`src/rtl/shift_sequencer.sv`:
```
// shift_sequencer: sequences one shift-register byte exchange (load, timed shifts, capture)
// behind a Start/Busy/Done handshake.
`timescale 1ns/1ps

module shift_sequencer #(
    parameter int unsigned WIDTH = 8,
    parameter int unsigned DIV   = 4
) (
    input  logic       Clk,
    input  logic       Reset,
    input  logic       Start,
    input  logic       Abort,
    input  logic [7:0] TxData,
    input  logic [7:0] RegData,
    output logic       Load,
    output logic       Shift,
    output logic [7:0] LoadIn,
    output logic [7:0] RxData,
    output logic       Busy,
    output logic       Done
);

    localparam int unsigned CNT_W = $clog2(WIDTH + 1);
    localparam int unsigned DIV_W = (DIV > 1) ? $clog2(DIV) : 1;

    typedef enum logic [1:0] {
        S_IDLE    = 2'd0,
        S_LOAD    = 2'd1,
        S_BIT     = 2'd2,
        S_CAPTURE = 2'd3
    } state_e;

    state_e             state_q;
    logic [CNT_W-1:0]   bit_cnt_q;
    logic [DIV_W-1:0]   div_q;
    logic               load_q;
    logic               shift_q;
    logic               busy_q;
    logic               done_q;
    logic [7:0]         load_in_q;
    logic [7:0]         rx_q;

    logic               div_last;
    logic               div_pre_last;
    logic               bit_last;

    // Divider/bit-counter terminal decodes; pre_last lets Shift be registered a cycle early
    assign div_last     = (div_q == DIV_W'(DIV - 1));
    assign div_pre_last = (({1'b0, div_q} + (DIV_W + 1)'(1)) == (DIV_W + 1)'(DIV - 1));
    assign bit_last     = (bit_cnt_q == CNT_W'(WIDTH - 1));

    // Sequencer FSM with all strobes and handshake outputs registered
    always_ff @(posedge Clk or negedge Reset) begin
        if (!Reset) begin
            state_q   <= S_IDLE;
            bit_cnt_q <= '0;
            div_q     <= '0;
            load_q    <= 1'b0;
            shift_q   <= 1'b0;
            busy_q    <= 1'b0;
            done_q    <= 1'b0;
            load_in_q <= 8'h00;
            rx_q      <= 8'h00;
        end else begin
            load_q  <= 1'b0;
            shift_q <= 1'b0;
            done_q  <= 1'b0;
            if ((state_q != S_IDLE) && Abort) begin
                state_q <= S_IDLE;
                busy_q  <= 1'b0;
            end else begin
                case (state_q)
                    S_IDLE: begin
                        if (Start) begin
                            load_in_q <= TxData;
                            load_q    <= 1'b1;
                            busy_q    <= 1'b1;
                            state_q   <= S_LOAD;
                        end
                    end
                    S_LOAD: begin
                        bit_cnt_q <= '0;
                        div_q     <= '0;
                        shift_q   <= (DIV == 1);
                        state_q   <= S_BIT;
                    end
                    S_BIT: begin
                        if (div_last) begin
                            div_q     <= '0;
                            bit_cnt_q <= bit_cnt_q + CNT_W'(1);
                            if (bit_last) begin
                                state_q <= S_CAPTURE;
                            end else begin
                                shift_q <= (DIV == 1);
                            end
                        end else begin
                            div_q   <= div_q + DIV_W'(1);
                            shift_q <= div_pre_last;
                        end
                    end
                    S_CAPTURE: begin
                        rx_q    <= RegData;
                        done_q  <= 1'b1;
                        busy_q  <= 1'b0;
                        state_q <= S_IDLE;
                    end
                    default: begin
                        state_q <= S_IDLE;
                    end
                endcase
            end
        end
    end

    assign Load   = load_q;
    assign Shift  = shift_q;
    assign LoadIn = load_in_q;
    assign RxData = rx_q;
    assign Busy   = busy_q;
    assign Done   = done_q;

endmodule

```
`config.mk`:
```
export PLATFORM = sky130hd
export DESIGN_NAME = shift_sequencer
export DESIGN_NICKNAME = d
export VERILOG_FILES = /design/src/rtl/shift_sequencer.sv
export SDC_FILE = /design/constraint.sdc
export NUM_CORES = 1
export LEC_CHECK = 0
export CAP_MARGIN = 40
export CELL_PAD_IN_SITES_DETAIL_PLACEMENT = 0
export CELL_PAD_IN_SITES_GLOBAL_PLACEMENT = 1
export CORE_MARGIN = 2
export CORE_UTILIZATION = 40
export CTS_BUF_LIST = sky130_fd_sc_hd__clkbuf_4
export DETAILED_ROUTE_END_ITERATION = 6
export GPL_ROUTABILITY_DRIVEN = 0
export GPL_TIMING_DRIVEN = 1
export PLACE_DENSITY_LB_ADDON = 0.1
export SLEW_MARGIN = 20
export SYNTH_ARGS = -nofsm -noshare
export SYNTH_HDL_FRONTEND = slang
export SYNTH_SLANG_ARGS = --single-unit
export TNS_END_PERCENT = 1
```
`constraint.sdc`:
```
create_clock -name Clk -period 2.9 [get_ports Clk]
set_input_delay 0.58 -clock Clk [delete_from_list [all_inputs] [get_ports Clk]]
set_output_delay 0.58 -clock Clk [all_outputs]
set_load 0.02 [all_outputs]
```
-- Word level (Yosys, flattened, before mapping)
Cells that the tools add are included.
- logic and storage cells: 54
- output and inout bits: 20
- register bits: 28
- $add $sub $neg: 3
- reductions and logical operators: 11
- bitwise operators: 1
- equality and inequality tests: 10
- multiplexer cells: 20
- operators by type and width (operator ; count):
    $mux 1 ; 10
    $mux 2 ; 5
    $ne 3x3->1 const B ; 3
    $reduce_and 3->1 ; 3
    $pmux 2 s4 ; 1
    $pmux 4 s2 ; 1
    $eq 2x2->1 const B ; 3
    $reduce_and 2->1 ; 3
    $add 4x1->4 const B ; 1
    $eq 4x3->1 const B ; 1
    $mux 4 ; 1
    $pmux 2 s2 ; 1
    $reduce_bool 2->1 ; 2
    $add 2x1->3 const B ; 1
    $eq 3x2->1 const B ; 1
    $reduce_bool 3->1 ; 1
    $add 2x1->2 const B ; 1
    $eq 2x1->1 const B ; 1
    $logic_not 2->1 ; 1
    $ne 2x2->1 const B ; 1
    $pmux 1 s2 ; 1
    $logic_and 1x1->1 ; 1
    $not 1->1 ; 1

-- Depth between registers and ports, before layout
- depth in word-level cells: 5
- depth in mapped cells: 6

-- Worst setup path before layout
OpenSTA, ideal clock, no wires.
- path kind: flip-flop to flip-flop
- start: register state_q[0]
- end: register rx_q[0], in the netlist RxData[0]
- required time: 2.775 ns
- buffers on the path: 1
- path slack: 1.394 ns
- arrival time: 1.381 ns
- cell stages (with the launch flop): 7
- clock period less this slack: 1.506 ns
- path through: dfrtp_1 inv_1 ha_1 nand2b_1 buf_4 nand2_4 mux2_4
- cells in the longest elaborated chain, start to end: 4
- elaborated cells on any way between the ends: 5
- classes of those cells: eq/ne (1); bitwise (1); reduce/logical (3)
- ends and longest elaborated chain (element ; line ; source):
    start: declaration ; 33 ; state_e state_q;
    start signal: assignment ; 55 ; state_q <= S_IDLE;
    start signal: assignment ; 69 ; state_q <= S_IDLE;
    start signal: assignment ; 78 ; state_q <= S_LOAD;
    $reduce_bool 2->1 ; 68 ; if ((state_q != S_IDLE) && Abort) begin
    $logic_and 1x1->1 ; 68 ;
    $not 1->1 (no source line) ; - ;
    $reduce_and 2->1 (no source line) * ; - ;
    end signal: assignment ; 102 ; rx_q <= RegData;
    end: declaration ; 41 ; logic [7:0] rx_q;
Every way passes the cells marked *; elsewhere a longest branch is shown, timed or not.
A chain may end at the register's enable or synchronous reset.

-- Worst setup path after layout
- start: register busy_q, in the netlist Busy
- end: output port Busy
- RTL lines (element ; line ; source):
    start: declaration ; 38 ; logic busy_q;
    start signal: assignment ; 60 ; busy_q <= 1'b0;
    start signal: assignment ; 70 ; busy_q <= 1'b0;
    start signal: assignment ; 77 ; busy_q <= 1'b1;
    end: declaration ; 19 ; output logic Busy,
No word-level cell between the ends.

==> reports/results.tsv <==
stage	metric	value	unit
status	status	finished, final reports clean	
sta	Clock Skew	0.009220	ns
place	count of buffers from port buffering	39	
critical_path	CP Max Fanout	3	
floorplanning	core area	0.003028	mm^2
power_and_ir_drop	sw frac	0.3576	
flow_run	max_cap viols	0	
power_and_ir_drop	pwr dens	1025	mW/mm^2
floorplanning	Die Span X	60.40	um
route	final WL	2562	um
logic_synthesis	synthesized net count	120	
route	WL/cell	14.15	um
critical_path	Startpoint Class	flop	
critical_path	WS Path Type	flop to output pin	
place	placed cells	177	
clock_network	Root Driver	clkbuf_4	
cells_and_area	P&R area growth vs syn	39.13	%
sta	setup TNS	0	ns
critical_path	Worst setup EP type	output pin	
power_and_ir_drop	total power	1.815	mW
logic_synthesis	#FFs+latches synth	28	
route	number of remaining DRC errors	0	
power_and_ir_drop	Internal	1.166	mW
place	placed instance area	0.001718	mm^2
sta	RSZ-0062 raised after global routing	no	
logic_synthesis	Post-Synthesis Cells	94	
critical_path	Slowest cell on crit path	clkdlybuf4s50_1	
grt	gr usage total	0.1628	
route	vias per inst	4.972	
power_and_ir_drop	clock network fraction of design power	0.144	
grt	grt ovf	0	
floorplanning	Initial Util	0.4202	
critical_path	worst path arrival time	1.37	ns
clock_network	cts bufs inserted	3	
clock_network	CTS Hold Buffers Added	0	
clock_network	CTS tree	built	
clock_network	clock-pin slew on the worst setup and hold paths	0.16	ns
cells_and_area	share of cells above drive strength 1	0.1679	
cells_and_area	fin nets	164	
clock_network	clock net sink count	28	
cells_and_area	diode count	0	
power_and_ir_drop	Psw	0.6493	mW
critical_path	WP data required	2.32	ns
cells_and_area	multi-input logic area	534.3	um^2
route	Post-DRT Antenna Nets	0	
route	vias	900	
cells_and_area	Final Non-Filler Cells	181	
logic_synthesis	register area share after synthesis	0.5506	
sta	f_max	0.5124	GHz
clock_network	Resized Gates After CTS	0	
sta	final worst-path cycle share	0.6730	
critical_path	critical path's top delay family	buffers and inverters	
grt	vias in the first global route	955	
sta	Setup violations, final	0	
floorplanning	Rows	20	
clock_network	Post-CTS Setup Bufs	0	
critical_path	R2R Path Start	state_q[0]	
sta	worst slew pin tran	0.3651	ns
route	DRT Pass-1 Iters	4	
clock_network	Max clock buf depth	2	
grt	initial antenna violation count	0	
sta	Final Max Slew Viols	0	
clock_network	Clk Latency, worst-skew pair	0.34	ns
power_and_ir_drop	Seq pwr share	0.350	
floorplanning	Die Area	0.003648	mm^2
logic_synthesis	Avg Inst Size Synth	13.54	um^2
power_and_ir_drop	worst vdd ir	469.8	uV
grt	largest net degree at the start of global routing	29	
floorplanning	chip height	60.40	um
logic_synthesis	yosys warns	0	
power_and_ir_drop	Comb pwr share	0.506	
sta	final hold vios	0	
critical_path	internal reg-to-reg setup slack	1.15	ns
logic_synthesis	Yosys cell types	29	
cells_and_area	Final Core Density	0.5847	
critical_path	Critical Path Source	Busy	
critical_path	critical-path cell list	clkdlybuf4s50_1	
cells_and_area	fill cell count	263	
floorplanning	IO Count	40	
min_path	HP Class	flop to flop	
sta	Rel. slew slack	0.7560	
clock_network	H-Tree Depth	1	
route	Initial DRC Count	25	
critical_path	CP Buf/Inv Count	1	
grt	first-pass GRT wire length	4333	um
critical_path	max incr delay on CP	0.62	ns
sta	Final min period	1.952	ns
cells_and_area	final instance area	0.001770	mm^2
cells_and_area	sequential cell area	700.7	um^2
power_and_ir_drop	P_leak	0.8364	nW
place	HPWL after DPL	1884	um
logic_synthesis	synthesized area	0.001272	mm^2
min_path	hold_sp	LoadIn[7]	
[cell type report]
type                            count  share of cell area
Clock buffer                        3             0.01272
Timing Repair Buffer               40              0.2247
Multi-Input combinational cell     57              0.3018
Sequential cell                    28              0.3958
Tap cell                           44             0.03110
Inverter                            8             0.01696
Clock inverter                      1             0.01696
[path summary, 6_finish.rpt]
kind	to	depth (start not counted)
max	Busy	1
min	LoadIn[7]	1
max reg2reg	RxData[1]	5
min reg2reg	LoadIn[7]	1
max in group asynchronous	LoadIn[4]	2
min in group asynchronous	state_q[0]	2
[layout by cell type, fill, tap and decap left out, types with 3 or more instances in the layout]
cell and n:
mux2_2 8, dfrtp_1 28, ha_1 6, clkdlybuf4s50_1 39
nor2b_1 4, clkbuf_4 3, nand2b_1 3, inv_1 8
o2bb2ai_1 3, mux2_4 8
[Yosys cell counts]
cell / number / share of area
or3_1: 1 / 0.0049
a31oi_1: 2 / 0.0098
nand2_2: 1 / 0.0049
ha_1: 6 / 0.059
mux2_2: 8 / 0.071
mux2i_1: 2 / 0.016
o2bb2ai_1: 3 / 0.021
o31ai_1: 1 / 0.0059
a41oi_1: 1 / 0.0069
o22a_1: 1 / 0.0069
a22o_1: 1 / 0.0069
a211o_1: 1 / 0.0069
nand2b_1: 3 / 0.015
nor2b_1: 4 / 0.020
inv_1: 8 / 0.024
nor4_1: 1 / 0.0049
a32oi_1: 1 / 0.0069
mux2_4: 8 / 0.094
nand2_4: 1 / 0.0088
and3b_1: 1 / 0.0069
nand4b_1: 1 / 0.0069
nor2_1: 2 / 0.0059
a21boi_0: 1 / 0.0059
buf_4: 1 / 0.0059
nand4_1: 1 / 0.0049
and3_1: 2 / 0.0098
o21ai_0: 2 / 0.0079
dfrtp_1: 28 / 0.55
nand2_1: 1 / 0.0029
[state kept, by name, summed over array words and instances (netlist names)]
register and count:
Busy 1, Done 1, Load 1, LoadIn 8, RxData 8, Shift 1
bit_cnt_q 4, div_q 2, state_q 2
[power groups by stage]
| stage | logic [mW] | clock network [mW] | registers (mW) |
|---|---|---|---|
| after floorplan | 0.396 | 0 | 0.794 |
| after global placement | 0.915 | 0 | 0.636 |
| after detailed placement | 0.931 | 0 | 0.643 |
| after CTS | 0.931 | 0.268 | 0.638 |
| after global routing | 0.989 | 0.284 | 0.654 |
| final | 0.919 | 0.262 | 0.635 |
[stage by stage]
step,hold WS (ns),setup slack (ns)
floorplan,0.2844,1.394
detailed placement,0.4911,0.9121
global placement,0.4850,0.9473
CTS,0.5251,0.9267
finish,0.5200,0.9484
global route,0.5430,0.8775
[routing by layer]
| metal | wire length (um) | GRT usage | vias to the layer above |
|---|---|---|---|
| met4 | 59 | 0.08571 | 0 |
| met1 | 1097 | 0.2104 | 442 |
| met5 | 0 | 0 | - |
| met2 | 1245 | 0.2593 | 32 |
| met3 | 159 | 0.03198 | 5 |
| li1 | - | - | 421 |
[cell families (layout without fill, tap and decap cells)]
logic type / after synthesis / in the layout / synth area share
compound gates: 14 / 14 / 0.08458
fa+ha+maj: 6 / 6 / 0.05900
buf+inv: 9 / 52 / 0.02950
flops: 28 / 28 / 0.5506
mux: 18 / 18 / 0.1809
simple gates: 19 / 19 / 0.09539
Note: power is estimated with default switching activity, not from simulation.
